`src/rtl/core_global_regs.sv`:
```
// core_global_regs: bus_clk settings registers, readback mux, lock monitor, time sync.
// Define LOCK_CNT_EN to build the per-lock saturating loss counters.
module core_global_regs #(
  parameter int          NUM_RADIOS     = 2,
  parameter int          NUM_LOCKS      = 2,
  parameter logic [7:0]  SR_BASE        = 8'h00,
  parameter int          COMPAT_MAJOR   = 16,
  parameter int          COMPAT_MINOR   = 0,
  parameter logic [31:0] GIT_HASH       = 32'h0,
  parameter int          SYNC_LEN       = 4,
  parameter int          LOCK_CNT_WIDTH = 16
) (
  input  logic                    bus_clk,
  input  logic                    bus_rst_n,
  input  logic                    set_stb,
  input  logic [7:0]              set_addr,
  input  logic [31:0]             set_data,
  output logic [31:0]             rb_data,
  input  logic [NUM_LOCKS-1:0]    lock_signals,
  input  logic [3:0]              tcxo_status,
  output logic [1:0]              pps_select,
  output logic                    mimo,
  output logic                    codec_arst,
  output logic [31:0]             misc_out,
  output logic [7:0]              xb_local_addr,
  output logic [32*NUM_RADIOS-1:0] radio_ctrl,
  output logic                    time_sync,
  output logic [NUM_LOCKS-1:0]    lock_state
);
  localparam int          SW        = $clog2(SYNC_LEN + 1);
  localparam logic [SW-1:0] SYNC_LOAD = SW'(SYNC_LEN);
  localparam logic [7:0]  MAJ       = 8'(COMPAT_MAJOR);
  localparam logic [7:0]  MIN       = 8'(COMPAT_MINOR);
  localparam logic [31:0] BAD       = 32'hDEADBEEF;

  logic wr_rb, wr_misc, wr_sync, wr_clr, wr_test, wr_xb;

  assign wr_rb   = set_stb && (set_addr == SR_BASE + 8'h00);
  assign wr_misc = set_stb && (set_addr == SR_BASE + 8'h04);
  assign wr_sync = set_stb && (set_addr == SR_BASE + 8'h08);
  assign wr_clr  = set_stb && (set_addr == SR_BASE + 8'h0C);
  assign wr_test = set_stb && (set_addr == SR_BASE + 8'h1C);
  assign wr_xb   = set_stb && (set_addr == SR_BASE + 8'h20);

  logic [4:0]                rb_addr;
  logic [31:0]               misc;
  logic [31:0]               test;
  logic [7:0]                xb;
  logic [32*NUM_RADIOS-1:0]  radio;
  logic [SW-1:0]             sync_cnt;
  logic [NUM_LOCKS-1:0]      sync1, sync2, prev;
  logic [NUM_LOCKS-1:0]      sticky, fall, clr;
  logic [31:0]               rb_next;

  always_ff @(posedge bus_clk or negedge bus_rst_n) begin
    if (!bus_rst_n) begin
      rb_addr <= '0;
      misc    <= 32'h2;
      test    <= '0;
      xb      <= 8'd40;
    end else begin
      if (wr_rb)   rb_addr <= set_data[4:0];
      if (wr_misc) misc    <= set_data;
      if (wr_test) test    <= set_data;
      if (wr_xb)   xb      <= set_data[7:0];
    end
  end

  always_ff @(posedge bus_clk or negedge bus_rst_n) begin
    if (!bus_rst_n) begin
      radio <= '0;
    end else begin
      for (int i = 0; i < NUM_RADIOS; i++)
        if (set_stb && set_addr == SR_BASE + 8'h40 + 8'(4 * i))
          radio[32*i +: 32] <= set_data;
    end
  end

  // Retrigger simply reloads, so the pulse always ends SYNC_LEN after the last write.
  always_ff @(posedge bus_clk or negedge bus_rst_n) begin
    if (!bus_rst_n)
      sync_cnt <= '0;
    else if (wr_sync)
      sync_cnt <= SYNC_LOAD;
    else if (sync_cnt != '0)
      sync_cnt <= sync_cnt - SW'(1);
  end

  assign fall = prev & ~sync2;
  assign clr  = wr_clr ? set_data[NUM_LOCKS-1:0] : '0;

  always_ff @(posedge bus_clk or negedge bus_rst_n) begin
    if (!bus_rst_n) begin
      sync1  <= '0;
      sync2  <= '0;
      prev   <= '0;
      sticky <= '0;
    end else begin
      sync1  <= lock_signals;
      sync2  <= sync1;
      prev   <= sync2;
      sticky <= (sticky & ~clr) | fall;
    end
  end

`ifdef LOCK_CNT_EN
  logic [LOCK_CNT_WIDTH-1:0] lock_cnt [NUM_LOCKS];

  // A loss coinciding with a clear counts as the first loss after the clear.
  always_ff @(posedge bus_clk or negedge bus_rst_n) begin
    if (!bus_rst_n) begin
      for (int i = 0; i < NUM_LOCKS; i++)
        lock_cnt[i] <= '0;
    end else begin
      for (int i = 0; i < NUM_LOCKS; i++) begin
        if (fall[i]) begin
          if (clr[i])
            lock_cnt[i] <= LOCK_CNT_WIDTH'(1);
          else if (lock_cnt[i] != '1)
            lock_cnt[i] <= lock_cnt[i] + LOCK_CNT_WIDTH'(1);
        end else if (clr[i]) begin
          lock_cnt[i] <= '0;
        end
      end
    end
  end
`else
  logic [31:0] unused_cnt_width;
  assign unused_cnt_width = 32'(LOCK_CNT_WIDTH);
`endif

  always_comb begin
    rb_next = BAD;
    case (rb_addr)
      5'd1:    rb_next = {26'd0, tcxo_status, misc[1:0]};
      5'd2:    rb_next = {8'hAC, 8'h00, MAJ, MIN};
      5'd3:    rb_next = GIT_HASH;
      5'd4:    rb_next = {16'd0, 8'(sticky), 8'(sync2)};
      5'd6:    rb_next = {16'(NUM_RADIOS), 16'(NUM_LOCKS)};
      5'd24:   rb_next = test;
      default: rb_next = BAD;
    endcase
`ifdef LOCK_CNT_EN
    for (int i = 0; i < NUM_LOCKS; i++)
      if (rb_addr == 5'(8 + i))
        rb_next = 32'(lock_cnt[i]);
`endif
  end

  always_ff @(posedge bus_clk or negedge bus_rst_n) begin
    if (!bus_rst_n)
      rb_data <= BAD;
    else
      rb_data <= rb_next;
  end

  assign misc_out      = misc;
  assign pps_select    = misc[1:0];
  assign mimo          = misc[2];
  assign codec_arst    = misc[3];
  assign xb_local_addr = xb;
  assign radio_ctrl    = radio;
  assign time_sync     = (sync_cnt != '0);
  assign lock_state    = sync2;

endmodule

```
`config.mk`:
```
export PLATFORM = sky130hd
export DESIGN_NAME = core_global_regs
export DESIGN_NICKNAME = d
export VERILOG_FILES = /design/src/rtl/core_global_regs.sv
export SDC_FILE = /design/constraint.sdc
export NUM_CORES = 1
export LEC_CHECK = 0
export CELL_PAD_IN_SITES_DETAIL_PLACEMENT = 1
export CELL_PAD_IN_SITES_GLOBAL_PLACEMENT = 1
export CORE_MARGIN = 3
export CORE_UTILIZATION = 35
export DETAILED_ROUTE_END_ITERATION = 8
export MAX_ROUTING_LAYER = met4
export PLACE_DENSITY_LB_ADDON = 0.1
export SLEW_MARGIN = 30
export SYNTH_ARGS = -nofsm -noshare
export SYNTH_HDL_FRONTEND = slang
export SYNTH_SLANG_ARGS = --single-unit
export TNS_END_PERCENT = 30
```
`constraint.sdc`:
```
create_clock -name bus_clk -period 1.6 [get_ports bus_clk]
set_clock_uncertainty 0.05 [all_clocks]
set_input_delay 0.16 -clock bus_clk [delete_from_list [all_inputs] [get_ports bus_clk]]
set_output_delay 0.16 -clock bus_clk [all_outputs]
set_load 0.005 [all_outputs]
```
---- Yosys cells after proc, flatten, opt, wreduce, memory -nomap -nowiden ----
Cells that the tools add are included.
Widths: inputs -> output; s select.
operators by class
  bitwise gates (word level) .............. 5
  mux-type cells .......................... 4
  equal/unequal tests ..................... 13
  add/sub/neg operators ................... 1
  reduce and logical (&&, ||, !) cells .... 11
operator list
  operator             number
  $pmux 32 s6          1
  $eq 8x4->1 const B   2
  $eq 8x7->1 const B   2
  $eq 5x2->1 const B   2
  $eq 5x3->1 const B   2
  $eq 8x3->1 const B   1
  $eq 8x5->1 const B   1
  $eq 8x6->1 const B   1
  $logic_and 1x1->1    8
  $logic_not 8->1      1
  $mux 3               2
  $eq 5x1->1 const B   1
  $eq 5x5->1 const B   1
  $and 2x2->2          2
  $not 2->2            2
  $reduce_bool 3->1    1
  $sub 3x1->3 const B  1
  $mux 2               1
  $or 2x2->2           1
  $reduce_bool 2->1    1
storage, ports and cells
  output and inout bits ................... 143
  input port bits ......................... 49
  register bits ........................... 184
  word-level logic and storage cells ...... 46

---- Longest topological paths before layout ----
  word-level depth ........................ 6
  depth in mapped cells ................... 5
  gate-level depth less buffers ........... 5

---- Least setup slack after synthesis ----
Ideal clock, no wire load.
  kind .................................... register -> register
  from .................................... register rb_addr[1]
  to ...................................... register rb_data[26]
  setup slack ............................. -0.031 ns
  stages on the path, launching flop included .. 6
  required time ........................... 1.473 ns
  clock period less this slack ............ 1.631 ns
  library setup time ...................... 0.077 ns
  buffers on the path ..................... 1
  arrival ................................. 1.504 ns
  cells stage by stage .................... dfrtp_1 > nor4bb_1 > nor2b_1 > buf_2 > a21oi_1 > a21o_1
on the way
  cells in the longest elaborated chain, start to end .. 2
  elaborated cells between the ends (all ways) .. 7
  classes of those cells .................. eq/ne (6); mux (1)
RTL lines
  item                                line  RTL
  start, declared                     45    logic [4:0] rb_addr;
  start signal, assigned              62    if (wr_rb) rb_addr <= set_data[4:0];
  $eq 5x5->1 (tied with other cells)  134   case (rb_addr)
  $pmux 32 s6 (*)                     134
  named net rb_next[26]               53    logic [31:0] rb_next;
  end signal, assigned                154   rb_data <= rb_next;
  end, declared                       18    output logic [31:0] rb_data,
The timed path passes the listed nets; every way through them passes the cells marked *.
A chain may end at the register's enable or synchronous reset.

---- Worst setup path after layout ----
  from .................................... register rb_addr[4]
  to ...................................... register rb_data[5]
The elaborated chain is that of the path after synthesis.

==> metrics.txt <==
# TYPE chip_impl_metric gauge
chip_impl_info{name="run_status",value="complete, but fails checks"} 1
chip_impl_info{name="violated_checks",value="negative setup slack"} 1
chip_impl_metric{name="worstPathArrival",unit="ps"} 1960
chip_impl_info{name="rsz_0062_raised_after_global_routing",value="yes"} 1
chip_impl_info{name="synth_most_common_cell",value="sky130_fd_sc_hd__dfrtp_1"} 1
chip_impl_metric{name="cts_buffer_depth",unit=""} 2
chip_impl_metric{name="synth_seq_area_share",unit="%"} 66.3
chip_impl_metric{name="p_per_area",unit="nW/um2"} 1020
chip_impl_metric{name="dr.first_iter.drc_count",unit=""} 113
chip_impl_metric{name="drc_errors",unit=""} 0
chip_impl_metric{name="clockPowerShare",unit="%"} 38.4
chip_impl_metric{name="grt_util_all_layers",unit="%"} 18.4
chip_impl_metric{name="drive_above_1_share",unit="%"} 39.0
chip_impl_metric{name="postSynthNetCount",unit=""} 487
chip_impl_info{name="ys.flop_type",value="sky130_fd_sc_hd__dfrtp_1"} 1
chip_impl_metric{name="int_power",unit="mW"} 7.96
chip_impl_metric{name="required",unit="ps"} 1910
chip_impl_metric{name="p_comb_share",unit="%"} 12.6
chip_impl_metric{name="grt_pass1_vias",unit=""} 5194
chip_impl_metric{name="postLayoutSetupSlackWorst",unit="ps"} -46.0
chip_impl_metric{name="fin_tns_setup",unit="ps"} -569
chip_impl_metric{name="worst_slew_pin_slew",unit="ps"} 478
chip_impl_info{name="synth.largest_area_cell",value="sky130_fd_sc_hd__dfrtp_1"} 1
chip_impl_info{name="path_cells",value="nor4bb_4 -> buf_4 -> nor2b_4 -> buf_6 -> buf_6 -> a221o_1"} 1
chip_impl_metric{name="synth_top_cell_area_share",unit="%"} 56.2
chip_impl_metric{name="max_freq",unit="MHz"} 608
chip_impl_metric{name="nets",unit=""} 725
chip_impl_metric{name="cts.reportedPaths.clkPinSlew",unit="ps"} 70
chip_impl_metric{name="route.antenna.remaining_nets",unit=""} 0
chip_impl_metric{name="leftover_overflow_at_the_end_of_global_routing",unit=""} 0
chip_impl_metric{name="max_slew_margin",unit="%"} 68.1
chip_impl_metric{name="antenna-diode-count",unit=""} 0
chip_impl_metric{name="crit_fanout",unit=""} 5
chip_impl_metric{name="globalplace.congestion",unit=""} 0.776
chip_impl_metric{name="vias",unit=""} 4608
chip_impl_metric{name="synth-warning-count",unit=""} 0
chip_impl_metric{name="die_x",unit="um"} 147
chip_impl_metric{name="worst_ir_drop_vdd",unit="mV"} 0.743
chip_impl_metric{name="grt_antenna_before_repair",unit=""} 0
chip_impl_metric{name="synthesis.area",unit="um2"} 7000
chip_impl_metric{name="share_of_total_power_consumed_by_net_switching",unit="%"} 24.5
chip_impl_metric{name="p_seq_share",unit="%"} 49.0
chip_impl_info{name="path_common_cell",value="sky130_fd_sc_hd__buf_6"} 1
chip_impl_metric{name="cts-buffers-inserted",unit=""} 17
chip_impl_info{name="hold_path.class",value="in2reg"} 1
chip_impl_metric{name="cts_num_sinks",unit=""} 184
chip_impl_metric{name="dieHeight",unit="um"} 147
chip_impl_metric{name="syn_area_per_cell",unit="um2"} 16.0
chip_impl_metric{name="syn_to_final_growth",unit="%"} 48.5
chip_impl_metric{name="worst_skew_pair.late_latency",unit="ps"} 420
chip_impl_metric{name="hpwl",unit="um"} 13600
chip_impl_metric{name="wire_per_inst",unit="um"} 20.1
chip_impl_metric{name="synth_cell_type_count",unit=""} 40
chip_impl_metric{name="maxSlewViolCount",unit=""} 0
chip_impl_metric{name="number_of_synthesized_flops_with_an_enable_pin",unit=""} 0
chip_impl_metric{name="final_critical_period",unit="ps"} 1650
chip_impl_metric{name="power_switching",unit="mW"} 2.58
chip_impl_metric{name="drt-pass1-iter-count",unit=""} 4
chip_impl_metric{name="maxCapViolCount",unit=""} 0
chip_impl_metric{name="cellLeakagePower",unit="nW"} 4.82
chip_impl_metric{name="number_of_placed_i_o_pins",unit=""} 192
chip_impl_metric{name="initial_utilization",unit="%"} 35.8
chip_impl_metric{name="htree_levels",unit=""} 4
chip_impl_metric{name="utilization",unit="%"} 53.2
chip_impl_metric{name="core_area",unit="um2"} 19500
chip_impl_info{name="clock_tree_from_tritoncts",value="yes"} 1
chip_impl_metric{name="die-area",unit="um2"} 21700
chip_impl_info{name="clock_tree.root_cell",value="sky130_fd_sc_hd__clkbuf_16"} 1
chip_impl_metric{name="design_power_total",unit="mW"} 10.5
chip_impl_metric{name="fin_hold_ws",unit="ps"} 122
chip_impl_metric{name="synthCells",unit=""} 436
chip_impl_metric{name="timing.critical_path.slowest_cell_delay",unit="ps"} 430
chip_impl_metric{name="routed_wirelength",unit="um"} 19100
chip_impl_info{name="netlist_top_cells_count",value="sky130_fd_sc_hd__dfrtp_1, sky130_fd_sc_hd__mux2_2, sky130_fd_sc_hd__dfstp_2"} 1
chip_impl_metric{name="final-hold-violation-count",unit=""} 0
chip_impl_metric{name="dp_slack",unit="ps"} -552
chip_impl_metric{name="num_rows",unit=""} 51
chip_impl_metric{name="total_setup_violations_reported_at_the_end_of_the_flow",unit=""} 25
chip_impl_metric{name="global_route_wire_length_before_repair",unit="um"} 30000
chip_impl_info{name="path_class",value="reg2reg"} 1
chip_impl_metric{name="via_per_inst",unit=""} 4.84
chip_impl_metric{name="io_buffers",unit=""} 191
chip_impl_info{name="endpoint_kind",value="register"} 1
chip_impl_info{name="critical_path.startpoint_type",value="register"} 1
chip_impl_metric{name="final_min_period_over_clock_period",unit="%"} 103
chip_impl_metric{name="synth-async-reset-ratio",unit="%"} 100
chip_impl_info{name="ranking_of_synthesized_cells_by_area",value="sky130_fd_sc_hd__dfrtp_1, sky130_fd_sc_hd__mux2_2, sky130_fd_sc_hd__dfstp_2, sky130_fd_sc_hd__a21o_1, sky130_fd_sc_hd__buf_4"} 1
chip_impl_metric{name="ys_ff_latch",unit=""} 184
chip_impl_metric{name="pin_count_of_the_biggest_net_entering_global_routing",unit=""} 43
chip_impl_info{name="cp_slowest_cell",value="sky130_fd_sc_hd__dfrtp_1"} 1
chip_impl_metric{name="timing.reg2reg.setup_slack",unit="ps"} -50
-- power groups by stage --
| stage | clock network, mW | logic, mW | registers (mW) |
|---|---|---|---|
| after detailed placement | 0 | 1.39 | 5.24 |
| final | 4.05 | 1.33 | 5.16 |
| after global routing | 4.39 | 1.47 | 5.20 |
| after floorplan | 0 | 0.419 | 5.23 |
| after CTS | 4.19 | 1.36 | 5.17 |
| after global placement | 0 | 1.33 | 5.23 |
-- final timing paths --
path                                 start            end  cells after the start
max                             rb_addr[4]     rb_data[5]                      6
min                        lock_signals[1]       sync1[1]                      1
max reg2reg                     rb_addr[4]     rb_data[5]                      6
min reg2reg                       sync1[0]  lock_state[0]                      0
max in group asynchronous        bus_rst_n     rb_data[9]                      3
min in group asynchronous        bus_rst_n    misc_out[5]                      2
-- worst max-delay path, delay by kind of cell, from the launching register on --
kind	cells	cell delay, ps
DFF	1	430
buffers and inverters	3	420
AOI/OAI and AO/OA	1	140
and+or+nand+nor	2	540
-- cell families after synthesis --
group           after synthesis  synth area share (%)
compound gates               37                  4.15
simple gates                 42                  4.19
flops                       184                  66.3
fa+ha+maj                     2                 0.358
xor+xnor                      2                 0.250
buf+inv                      28                  2.06
mux                         141                  22.7
-- through the flow --
stage / area, um2 / cells
5_1_grt: 10400 / 952
3_3_place_gp: 9630 / 910
3_5_place_dp: 9630 / 910
6_report: 10400 / 952
2_1_floorplan: 7000 / 436
4_1_cts: 10300 / 947
-- area by class of cell --
| class | instances | area [um2] |
|---|---|---|
| Fill cell | 1932 | 9140 |
| Sequential cell | 184 | 4640 |
| Timing Repair Buffer | 241 | 2500 |
| Multi-Input combinational cell | 225 | 2330 |
| Clock buffer | 18 | 429 |
| Tap cell | 265 | 332 |
| Clock inverter | 14 | 139 |
| Inverter | 5 | 18.8 |
-- sequential cells by signal, summed over array words and instances, names as in the netlist --
name           flops
rb_addr            5
lock_state         2
rb_data           32
prev               2
xb_local_addr      8
sync1              2
test              32
misc_out          32
sync_cnt           3
radio_ctrl        64
sticky             2
-- layout by cell type, fill, tap and decap left out, drive strengths merged, types with 2 or more instances in the layout --
master,count
a211o,2
a21o,18
a21oi,3
a221o,4
a22o,5
and2,5
and3,3
buf,49
clkbuf,20
clkdlybuf4s50,149
clkinv,2
clkinvlp,5
dfrtp,157
dfstp,27
dlygate4sd2,35
dlymetal6s2s,5
ha,2
inv,11
mux2,141
nand2b,2
nand3,3
nand3b,2
nor2,12
nor2b,2
nor3,3
nor4b,3
nor4bb,2
o32a,2
-- routing by layer --
metal  global-route usage (%)  part of all wire, %
met1                     23.5                   45
met2                     28.9                   48
met3                     5.06                  5.5
met4                     5.36                  1.6
met5                        -                    0
-- repair_timing --
action	CTS	global route
hold buffers	1	0
gates resized for setup	63	9
gates cloned	1	2
buffers inserted	4	3
hold endpoints to repair	105	0
pin swaps	18	14
setup endpoints to repair	127	126
No activity file was read; power rests on OpenSTA's default activity.
